**src/rtl/vga_pkg.sv**
```systemverilog
// Shared types and helpers for the VGA pixel-stream sink.
// Frame geometry constants live elsewhere; this package only holds stream-sink definitions.
package vga_pkg;

   typedef enum logic [1:0] {
      RESYNC     = 2'd0,
      WAIT_FRAME = 2'd1,
      ACTIVE     = 2'd2
   } vga_ps_state_t;

   // Level counter needs one extra bit so that "full" is distinct from "empty".
   function automatic int unsigned ps_level_w(input int unsigned depth);
      return $clog2(depth) + 1;
   endfunction

endpackage

```
**src/rtl/vga_pixel_fifo.sv**
```systemverilog
// Synchronous show-ahead FIFO: head entry is visible on rdata whenever empty is low.
// Flush has priority over push and pop in the same cycle.
module vga_pixel_fifo
   import vga_pkg::*;
#(
   parameter int unsigned WIDTH = 13,
   parameter int unsigned DEPTH = 16
) (
   input  logic                          clk,
   input  logic                          rst_n,
   input  logic                          push,
   input  logic [WIDTH-1:0]              wdata,
   input  logic                          pop,
   input  logic                          flush,
   output logic [WIDTH-1:0]              rdata,
   output logic                          full,
   output logic                          empty,
   output logic [ps_level_w(DEPTH)-1:0]  level
);

   localparam int unsigned AW = $clog2(DEPTH);
   localparam int unsigned LW = ps_level_w(DEPTH);
   localparam logic [LW-1:0] FULL_LVL = LW'(DEPTH);

   logic [WIDTH-1:0] mem [DEPTH];
   logic [AW-1:0]    wr_ptr;
   logic [AW-1:0]    rd_ptr;
   logic             do_push;
   logic             do_pop;

   assign full    = (level == FULL_LVL);
   assign empty   = (level == '0);
   assign do_push = push & ~full & ~flush;
   assign do_pop  = pop & ~empty & ~flush;
   assign rdata   = mem[rd_ptr];

   always_ff @(posedge clk) begin
      if (do_push) begin
         mem[wr_ptr] <= wdata;
      end
   end

   always_ff @(posedge clk or negedge rst_n) begin
      if (!rst_n) begin
         wr_ptr <= '0;
         rd_ptr <= '0;
         level  <= '0;
      end else if (flush) begin
         wr_ptr <= '0;
         rd_ptr <= '0;
         level  <= '0;
      end else begin
         if (do_push) begin
            wr_ptr <= wr_ptr + 1'b1;
         end
         if (do_pop) begin
            rd_ptr <= rd_ptr + 1'b1;
         end
         case ({do_push, do_pop})
            2'b10:   level <= level + 1'b1;
            2'b01:   level <= level - 1'b1;
            default: level <= level;
         endcase
      end
   end

endmodule

```
**src/rtl/vga_pixel_stream.sv**
```systemverilog
// Pixel-stream sink behind vga_sync: buffers source pixels, emits one per video_on cycle,
// re-times syncs by one cycle and relocks to frame boundaries after underflow or misalignment.
module vga_pixel_stream
   import vga_pkg::*;
#(
   parameter int unsigned RGB_W      = 12,
   parameter int unsigned FIFO_DEPTH = 16
) (
   input  logic             pixel_clk,
   input  logic             pixel_rst_n,
   input  logic             src_valid,
   output logic             src_ready,
   input  logic             src_sof,
   input  logic [RGB_W-1:0] src_rgb,
   input  logic             sync_hsync,
   input  logic             sync_vsync,
   input  logic             sync_video_on,
   input  logic             sync_scan_end,
   output logic             vga_hsync,
   output logic             vga_vsync,
   output logic [RGB_W-1:0] vga_rgb,
   output logic             locked,
   input  logic             err_clr,
   output logic             underflow,
   output logic             align_err
);

   localparam int unsigned LW = ps_level_w(FIFO_DEPTH);
   localparam logic [LW-1:0] FULL_LVL = LW'(FIFO_DEPTH);

   vga_ps_state_t  state;
   logic           first;
   logic [RGB_W:0] fifo_wdata;
   logic [RGB_W:0] fifo_rdata;
   logic           fifo_push;
   logic           fifo_pop;
   logic           fifo_flush;
   logic           fifo_full;
   logic           fifo_empty;
   logic [LW-1:0]  fifo_level;
   logic           accept;
   logic           chk;
   logic           uf_hit;
   logic           al_hit;
   logic           px_ok;
   logic           head_sof;
   logic           fill_next;

   assign accept     = src_valid & src_ready;
   assign head_sof   = fifo_rdata[RGB_W];
   assign chk        = (state == ACTIVE) & sync_video_on;
   assign uf_hit     = chk & fifo_empty;
   assign al_hit     = chk & ~fifo_empty & (head_sof != first);
   assign px_ok      = chk & ~fifo_empty & (head_sof == first);
   assign fifo_wdata = {src_sof, src_rgb};
   // While resyncing, only a start-of-frame beat may enter the FIFO.
   assign fifo_push  = accept & ((state != RESYNC) | src_sof);
   assign fifo_pop   = chk & ~fifo_empty;
   assign fifo_flush = uf_hit | al_hit;

   // src_ready is registered, so it is derived from the level the FIFO will hold next cycle.
   assign fill_next = ~fifo_flush &
                      ((fifo_full & ~fifo_pop) |
                       ((fifo_level == FULL_LVL - 1'b1) & fifo_push & ~fifo_pop));

   vga_pixel_fifo #(
      .WIDTH (RGB_W + 1),
      .DEPTH (FIFO_DEPTH)
   ) u_fifo (
      .clk   (pixel_clk),
      .rst_n (pixel_rst_n),
      .push  (fifo_push),
      .wdata (fifo_wdata),
      .pop   (fifo_pop),
      .flush (fifo_flush),
      .rdata (fifo_rdata),
      .full  (fifo_full),
      .empty (fifo_empty),
      .level (fifo_level)
   );

   always_ff @(posedge pixel_clk or negedge pixel_rst_n) begin
      if (!pixel_rst_n) begin
         state     <= RESYNC;
         first     <= 1'b0;
         src_ready <= 1'b0;
         locked    <= 1'b0;
         vga_hsync <= 1'b1;
         vga_vsync <= 1'b1;
         vga_rgb   <= '0;
         underflow <= 1'b0;
         align_err <= 1'b0;
      end else begin
         vga_hsync <= sync_hsync;
         vga_vsync <= sync_vsync;
         vga_rgb   <= px_ok ? fifo_rdata[RGB_W-1:0] : '0;
         underflow <= uf_hit | (underflow & ~err_clr);
         align_err <= al_hit | (align_err & ~err_clr);

         case (state)
            RESYNC: begin
               locked <= 1'b0;
               if (accept & src_sof) begin
                  state     <= WAIT_FRAME;
                  src_ready <= ~fill_next;
               end else begin
                  src_ready <= 1'b1;
               end
            end
            WAIT_FRAME: begin
               src_ready <= ~fill_next;
               if (sync_scan_end) begin
                  state  <= ACTIVE;
                  first  <= 1'b1;
                  locked <= 1'b1;
               end else begin
                  locked <= 1'b0;
               end
            end
            ACTIVE: begin
               // Deassert ready on the way out so nothing is accepted into a FIFO being discarded.
               if (fifo_flush) begin
                  state     <= RESYNC;
                  src_ready <= 1'b0;
                  locked    <= 1'b0;
               end else begin
                  src_ready <= ~fill_next;
                  locked    <= 1'b1;
                  if (sync_scan_end) begin
                     first <= 1'b1;
                  end else if (px_ok) begin
                     first <= 1'b0;
                  end
               end
            end
            default: begin
               state     <= RESYNC;
               src_ready <= 1'b0;
               locked    <= 1'b0;
            end
         endcase
      end
   end

endmodule

```
**config.mk**
```make
export PLATFORM = sky130hd
export DESIGN_NAME = vga_pixel_stream
export DESIGN_NICKNAME = d
export VERILOG_FILES = /design/src/rtl/vga_pkg.sv /design/src/rtl/vga_pixel_fifo.sv /design/src/rtl/vga_pixel_stream.sv
export SDC_FILE = /design/constraint.sdc
export NUM_CORES = 1
export LEC_CHECK = 0
export BUFFER_PORTS_ARGS = -buffer_cell sky130_fd_sc_hd__clkbuf_2
export CAP_MARGIN = 30
export CORE_ASPECT_RATIO = 1.5
export CORE_MARGIN = 4
export CORE_UTILIZATION = 35
export CTS_CLUSTER_SIZE = 14
export DETAILED_ROUTE_END_ITERATION = 10
export GPL_TIMING_DRIVEN = 1
export PLACE_DENSITY = 0.48
export RECOVER_POWER = 50
export SETUP_SLACK_MARGIN = 0.3
export SLEW_MARGIN = 20
export SYNTH_ARGS = -nofsm -noshare
export SYNTH_HDL_FRONTEND = slang
export SYNTH_SLANG_ARGS = --single-unit
```
**constraint.sdc**
```tcl
create_clock -name pixel_clk -period 4.9 [get_ports pixel_clk]
set_input_delay 0.49 -clock pixel_clk [delete_from_list [all_inputs] [get_ports pixel_clk]]
set_output_delay 0.49 -clock pixel_clk [all_outputs]
set_load 0.01 [all_outputs]
```
# Word level (Yosys, flattened, before mapping)
# Memories as Yosys holds them, arrays and structs flattened.
# Index checks and enable logic that the tools add are counted.
[op_classes] n_mux=24 addsub=4 bitwise_logic=29 n_eq_ne=13 reduce_logical=9
[op_table] operator="1-bit AND" count=18
[op_table] operator="4-bit 2-to-1 mux" count=4
[op_table] operator="12-bit 2-to-1 mux" count=1
[op_table] operator="1-bit 2-to-1 mux" count=10
[op_table] operator="5-bit case mux with 2 select lines" count=1
[op_table] operator="4-bit by 1-bit adder with 4-bit output (second input constant)" count=2
[op_table] operator="2-bit nonzero test" count=4
[op_table] operator="2-bit 2-to-1 mux" count=3
[op_table] operator="2-bit inequality test (second input constant)" count=3
[op_table] operator="1-bit NOT" count=6
[op_table] operator="2-bit case mux with 3 select lines" count=1
[op_table] operator="5-bit by 1-bit adder with 5-bit output (second input constant)" count=1
[op_table] operator="5-bit by 4-bit equality test with 1-bit output (second input constant)" count=1
[op_table] operator="5-bit equality test (second input constant)" count=1
[op_table] operator="5-bit zero test" count=1
[op_table] operator="5-bit 2-to-1 mux" count=1
[op_table] operator="1-bit OR" count=5
[op_table] operator="5-bit by 1-bit subtractor with 5-bit output (second input constant)" count=1
[op_table] operator="2-bit by 1-bit equality test with 1-bit output (second input constant)" count=2
[op_table] operator="2-bit equality test (second input constant)" count=2
[op_table] operator="1-bit case mux with 2 select lines" count=2
[op_table] operator="4-bit AND reduction" count=1
[op_table] operator="3-bit inequality test (second input constant)" count=1
[op_table] operator="1-bit case mux with 3 select lines" count=1
[op_table] operator="6 further kinds" count=6
[word_totals] ram_bits=208 mem_count=1 register_bits=34 wordCells=92
[memory_table] name="u_fifo.mem" words=16 word_bits=13 rd=1 rd_ports_with_merged_regs=0 wr=1 line="vga_pixel_fifo.sv:25" text="logic [WIDTH-1:0] mem [DEPTH];"

# Logic depth before layout (Yosys ltp)
[logic_depth] depth_word=10 depth_mapped=12 ltp_nobuf=12

# Cells and area by module
# From an unflattened synthesis, not the netlist that was laid out.
[unflattened] hier_cells=577 hier_area_um2=9795.6
[by_module_without_submodules] module="vga_pixel_fifo" cells_each=504 instances=1 area_per_inst_um2=8896.0
[by_module_without_submodules] module="vga_pixel_stream" cells_each=73 instances=1 area_per_inst_um2=899.6

# Least setup slack after synthesis
# Ideal clock, no wire load.
[synth_path] path_type="register to register" from="register u_fifo.rd_ptr[0]" to="memory u_fifo.mem[4][0] (enable)" required_ps=4483 n_path_buf=1 setup_time_ps=417 slack_ps=1197 arrival_ps=3286 path_stages_with_launch=7 period_less_slack_ps=3703 cell_sequence="dfrtp_1 > buf_4 > mux4_2 > mux4_2 > xnor2_4 > a21oi_2 > nor4_1"
[synth_between] elab_chain_cells=8
[synth_lines] element="start: declaration" line="vga_pixel_fifo.sv:27" text="logic [AW-1:0] rd_ptr;"
[synth_lines] element="start signal: assignment" line="vga_pixel_fifo.sv:57" text="rd_ptr <= rd_ptr + 1'b1;"
[synth_lines] element="memory read 16 x 13 bit"
[synth_lines] element="1-bit inequality test" line="vga_pixel_stream.sv:53" text="assign al_hit = chk & ~fifo_empty & (head_sof != first);"
[synth_lines] element="1-bit AND" line="vga_pixel_stream.sv:53"
[synth_lines] element="1-bit OR" line="vga_pixel_stream.sv:59" text="assign fifo_flush = uf_hit | al_hit;"
[synth_lines] element="1-bit NOT" line="vga_pixel_fifo.sv:33" text="assign do_push = push & ~full & ~flush;"
[synth_lines] element="1-bit AND" line="vga_pixel_fifo.sv:33"
[synth_lines] element="1-bit 2-to-1 mux" line="vga_pixel_fifo.sv:38" text="if (do_push) begin"
[synth_lines] element="1-bit 2-to-1 mux (implied by the code)" line="vga_pixel_fifo.sv:39" text="mem[wr_ptr] <= wdata;"
[synth_lines] element="end: declaration" line="vga_pixel_fifo.sv:25"
# Every way passes these cells.

# Worst setup path in the final report
[layout_path] from="register u_fifo.rd_ptr[1]" to="register u_fifo.level[4]"
[layout_between] elab_chain_cells=9
[layout_lines] element="memory read 16 x 13 bit (*)"
[layout_lines] element="1-bit inequality test (*)" line="vga_pixel_stream.sv:53"
[layout_lines] element="1-bit AND (*)" line="vga_pixel_stream.sv:53"
[layout_lines] element="1-bit OR (*)" line="vga_pixel_stream.sv:59"
[layout_lines] element="1-bit NOT" line="vga_pixel_fifo.sv:33, vga_pixel_fifo.sv:34"
[layout_lines] element="1-bit AND, on equally long branches" line="vga_pixel_fifo.sv:34, vga_pixel_fifo.sv:33"
[layout_lines] element="2-bit by 1-bit equality test with 1-bit output or 2-bit equality test (tied branches)" line="vga_pixel_fifo.sv:59" text="case ({do_push, do_pop})"
[layout_lines] element="5-bit case mux with 2 select lines" line="vga_pixel_fifo.sv:59"
[layout_lines] element="5-bit 2-to-1 mux" line="vga_pixel_fifo.sv:48" text="end else if (flush) begin"
[layout_lines] element="end signal: assignment" line="vga_pixel_fifo.sv:60" text="2'b10: level <= level + 1'b1;"
[layout_lines] element="end signal: assignment" line="vga_pixel_fifo.sv:61" text="2'b01: level <= level - 1'b1;"
[layout_lines] element="end signal: assignment" line="vga_pixel_fifo.sv:62" text="default: level <= level;"
[layout_lines] element="end: declaration" line="vga_pixel_fifo.sv:18" text="output logic [ps_level_w(DEPTH)-1:0] level"
# Mark *: on every way between the ends. The rest lies on a longest branch, timed or not.
# A chain may end at the register's enable or synchronous reset.

==> flow_metrics.py <==
metrics = {
    "worst_setup_path": {
        "startpoint_type": "flop",
        "timing.rr.start": "u_fifo.rd_ptr[1]",
        "critPathKind": "reg -> reg",
        "crit_end": "u_fifo.level[4]",
        "r2r.worst_path.cells": 11,
        "critical_path_arrival_ns": 4.09,
        "worstReg2RegEnd": "u_fifo.level[4]",
        "critical_path.endpoint_type": "flop",
        "timing.critical_path.from": "u_fifo.rd_ptr[1]",
        "regToRegSetupSlack_ns": 1.26,
        "critPathRequiredTime_ns": 5.35,
        "critical_path_peak_fanout": 26,
    },
    "global_routing": {
        "maximum_number_of_pins_on_one_net_before_global_route_repair": 41,
        "grt_pass1_vias": 5269,
        "first_pass_grt_wire_length_um": 33900,
        "globalRoute.totalOverflow": 0,
        "initial_antenna_violation_count": 0,
        "track_usage": 0.153,
    },
    "floorplanning": {
        "rows": 74,
        "floorplan.initialDensity": 0.355,
        "io-pin-count": 39,
        "die-width_um": 144,
        "die-height_um": 212,
        "core-area_um2": 27200,
        "total_die_area_um2": 30400,
    },
    "timing": {
        "skew_ns": 0.0147,
        "final_critical_path_setup_slack_ns": 1.26,
        "fmax_mhz": 274,
        "rsz_0062_raised_after_global_routing": "no",
        "slew_headroom": 0.118,
        "layout_min_cycle_time_ns": 3.64,
        "setup_violations": 0,
        "final_min_period_over_clock_period": 0.744,
        "hold_viol_final": 0,
        "timing.final.max_slew_violations": 0,
        "hold_ws_ns": 0.0530,
        "fin_tns_setup_ns": 0,
        "worstMarginPinSlew_ns": 1.32,
    },
    "placed_design": {
        "post-place-ws_ns": 1.19,
        "detailedPlacementHpwl_um": 14300,
        "placement.io_buffers": 38,
        "routabilityCongestion": 0.816,
    },
    "clock_tree": {
        "cts_made_buffers": 24,
        "cts_root_buf": "sky130_fd_sc_hd__clkbuf_16",
        "number_of_buffers_on_the_longest_clock_path": 3,
        "post-cts-setup-buffers": 0,
        "numClockSinks": 242,
        "clock_transition_at_the_registers_of_the_reported_paths_ns": 0.06,
        "clock_tree_from_tritoncts": "yes",
        "htree_num_levels": 1,
        "cts-resized-gates": 0,
        "worst_skew_pair.late_latency_ns": 0.52,
        "hold_buffers": 1,
    },
    "final_layout": {
        "areaGrowthSynthToFinish_pct": 15.0,
        "antenna_cells_inserted": 0,
        "nFillCells": 2435,
        "post_route_cells_drive_above_1_share": 0.267,
        "layout.nets": 572,
        "share_of_the_core_filled_with_cells_in_the_final_layout": 0.408,
    },
    "synthesis": {
        "synth_enable_flop_cells": 208,
        "synth.avg_cell_area_um2": 20.1,
        "async_reset_ff_frac": 0.140,
        "yosysWarningCount": 0,
        "yosysMostFrequentCell": "sky130_fd_sc_hd__edfxtp_1",
        "synth_top_area_frac": 0.646,
        "netlist_area_um2": 9670,
        "synth_seq_cells": 242,
        "post_synth_most_frequent_cells": "sky130_fd_sc_hd__edfxtp_1 (208), sky130_fd_sc_hd__mux4_2 (65), sky130_fd_sc_hd__dfrtp_1 (32), sky130_fd_sc_hd__clkbuf_1 (16), sky130_fd_sc_hd__nand2_1 (15)",
        "synthFlopType": "sky130_fd_sc_hd__edfxtp_1",
        "leading_cell_types_by_total_area_after_synthesis": "sky130_fd_sc_hd__edfxtp_1 (65%), sky130_fd_sc_hd__mux4_2 (15%), sky130_fd_sc_hd__dfrtp_1 (8.3%)",
        "post-synth-top-area-cell": "sky130_fd_sc_hd__edfxtp_1",
        "synth_nets": 513,
        "synth_cells": 480,
        "synth_cell_types": 50,
        "synth_sequential_area_ratio": 0.734,
    },
    "drt": {
        "drtAntennaViolNets": 0,
        "drt-vias-per-instance": 5.23,
        "detail_route.first_pass.iterations": 4,
        "drt_iter0_drc": 348,
        "drt-wirelength-per-cell_um": 24.8,
        "num_vias": 4693,
        "remaining_drc_errors": 0,
        "final_wirelength_um": 22300,
    },
    "power": {
        "leakagePower_nw": 3.67,
        "pwr_density_cell_nw_per_um2": 517,
        "irDropWorstVdd_uv": 342,
        "design_power_total_mw": 5.75,
    },
    "run_status": {
        "status": "complete, no violations",
    },
    "worst_hold_path": {
        "worstHoldPathType": "in -> reg",
    },
    "flow_run": {
        "max_cap_violations": 0,
    },
}
[stage by stage]
step                area, um2  cells
floorplan                9670    480
global placement        10300    853
detailed placement      10400    854
CTS                     11200    897
global route            11100    897
finish                  11100    897
[sequential cells by signal, summed over array words and instances (netlist names)]
name and cells:
vga_vsync 1, vga_rgb 12, u_fifo.wr_ptr 4, state 2, underflow 1, u_fifo.mem 208
first 1, u_fifo.rd_ptr 4, align_err 1, vga_hsync 1, locked 1, u_fifo.level 5
src_ready 1
[cell families after synthesis]
kind of cell | Yosys count | synth area share
AOI/OAI and AO/OA | 42 | 0.0291
xor gates and xnor gates | 7 | 0.00828
adders and majority gates | 12 | 0.0155
buffers and inverters | 37 | 0.0149
DFF | 242 | 0.734
muxes | 68 | 0.155
and+or+nand+nor | 72 | 0.0432
[placed cells by master, fill, tap and decap left out, types with 3 or more instances in the layout]
cell / n
sky130_fd_sc_hd__clkbuf_16: 25
sky130_fd_sc_hd__xor2_1: 3
sky130_fd_sc_hd__clkbuf_1: 30
sky130_fd_sc_hd__and3_1: 13
sky130_fd_sc_hd__nor3_1: 3
sky130_fd_sc_hd__a211oi_1: 3
sky130_fd_sc_hd__dfrtp_1: 30
sky130_fd_sc_hd__a21oi_1: 5
sky130_fd_sc_hd__nand2b_1: 5
sky130_fd_sc_hd__ha_1: 12
sky130_fd_sc_hd__nor4_4: 3
sky130_fd_sc_hd__edfxtp_1: 208
sky130_fd_sc_hd__and2_1: 9
sky130_fd_sc_hd__o21ai_0: 5
sky130_fd_sc_hd__clkbuf_2: 15
sky130_fd_sc_hd__o21ai_1: 6
sky130_fd_sc_hd__o22ai_1: 4
sky130_fd_sc_hd__nor2_1: 11
sky130_fd_sc_hd__nand2_1: 15
sky130_fd_sc_hd__buf_4: 15
sky130_fd_sc_hd__xnor2_1: 3
sky130_fd_sc_hd__inv_1: 14
sky130_fd_sc_hd__mux4_2: 65
sky130_fd_sc_hd__clkbuf_8: 5
[area by class of cell]
class,count,area (um2),area share
multi-input combinational,201,2460,0.221
clock buffer,36,717,0.0645
sequential,242,7100,0.639
timing repair buffer,55,288,0.0259
inverter,15,56.3,0.00507
tap,342,428,0.0385
clock inverter,6,63.8,0.00574
[per-layer routing]
metal / GRT usage / routed length (um) / vias up
met1: 0.188 / 8990 / 2526
met3: 0.0240 / 741 / 27
met4: 0.0439 / 419 / 0
li1: - / - / 2063
met5: 0 / 0 / -
met2: 0.277 / 12100 / 77
[worst min path at each step]
| stage | slack (ns) | depth (start not counted) | end | start |
|---|---|---|---|---|
| 2_1_floorplan | 0.19 | 0 | align_err | pixel_rst_n |
| 4_1_cts | 0.04 | 1 | vga_hsync | sync_hsync |
| 3_5_place_dp | 0.48 | 1 | first | pixel_rst_n |
| 3_3_place_gp | 0.53 | 2 | align_err | align_err |
| 6_report | 0.05 | 1 | vga_hsync | sync_hsync |
| 5_1_grt | 0.05 | 1 | vga_hsync | sync_hsync |
[critical path: stages (launching register included)]
cell	delay (ns)
sky130_fd_sc_hd__dfrtp_2	0.80
sky130_fd_sc_hd__mux4_2	0.41
sky130_fd_sc_hd__mux4_2	0.59
sky130_fd_sc_hd__xnor2_4	0.18
sky130_fd_sc_hd__buf_4	0.29
sky130_fd_sc_hd__nand3_2	0.20
sky130_fd_sc_hd__xnor2_1	0.19
sky130_fd_sc_hd__ha_1	0.23
sky130_fd_sc_hd__o21ai_0	0.17
sky130_fd_sc_hd__nand2b_1	0.08
sky130_fd_sc_hd__o22ai_1	0.21
sky130_fd_sc_hd__mux2i_1	0.21
[power breakdown]
part / switching (mW) / total (mW) / leakage (nW) / internal [mW]
Sequential: 0.165 / 2.57 / 2.31 / 2.40
Clock: 0.748 / 1.81 / 0.380 / 1.06
Combinational: 0.733 / 1.37 / 0.982 / 0.642
Note: power is estimated with default switching activity, not from simulation.
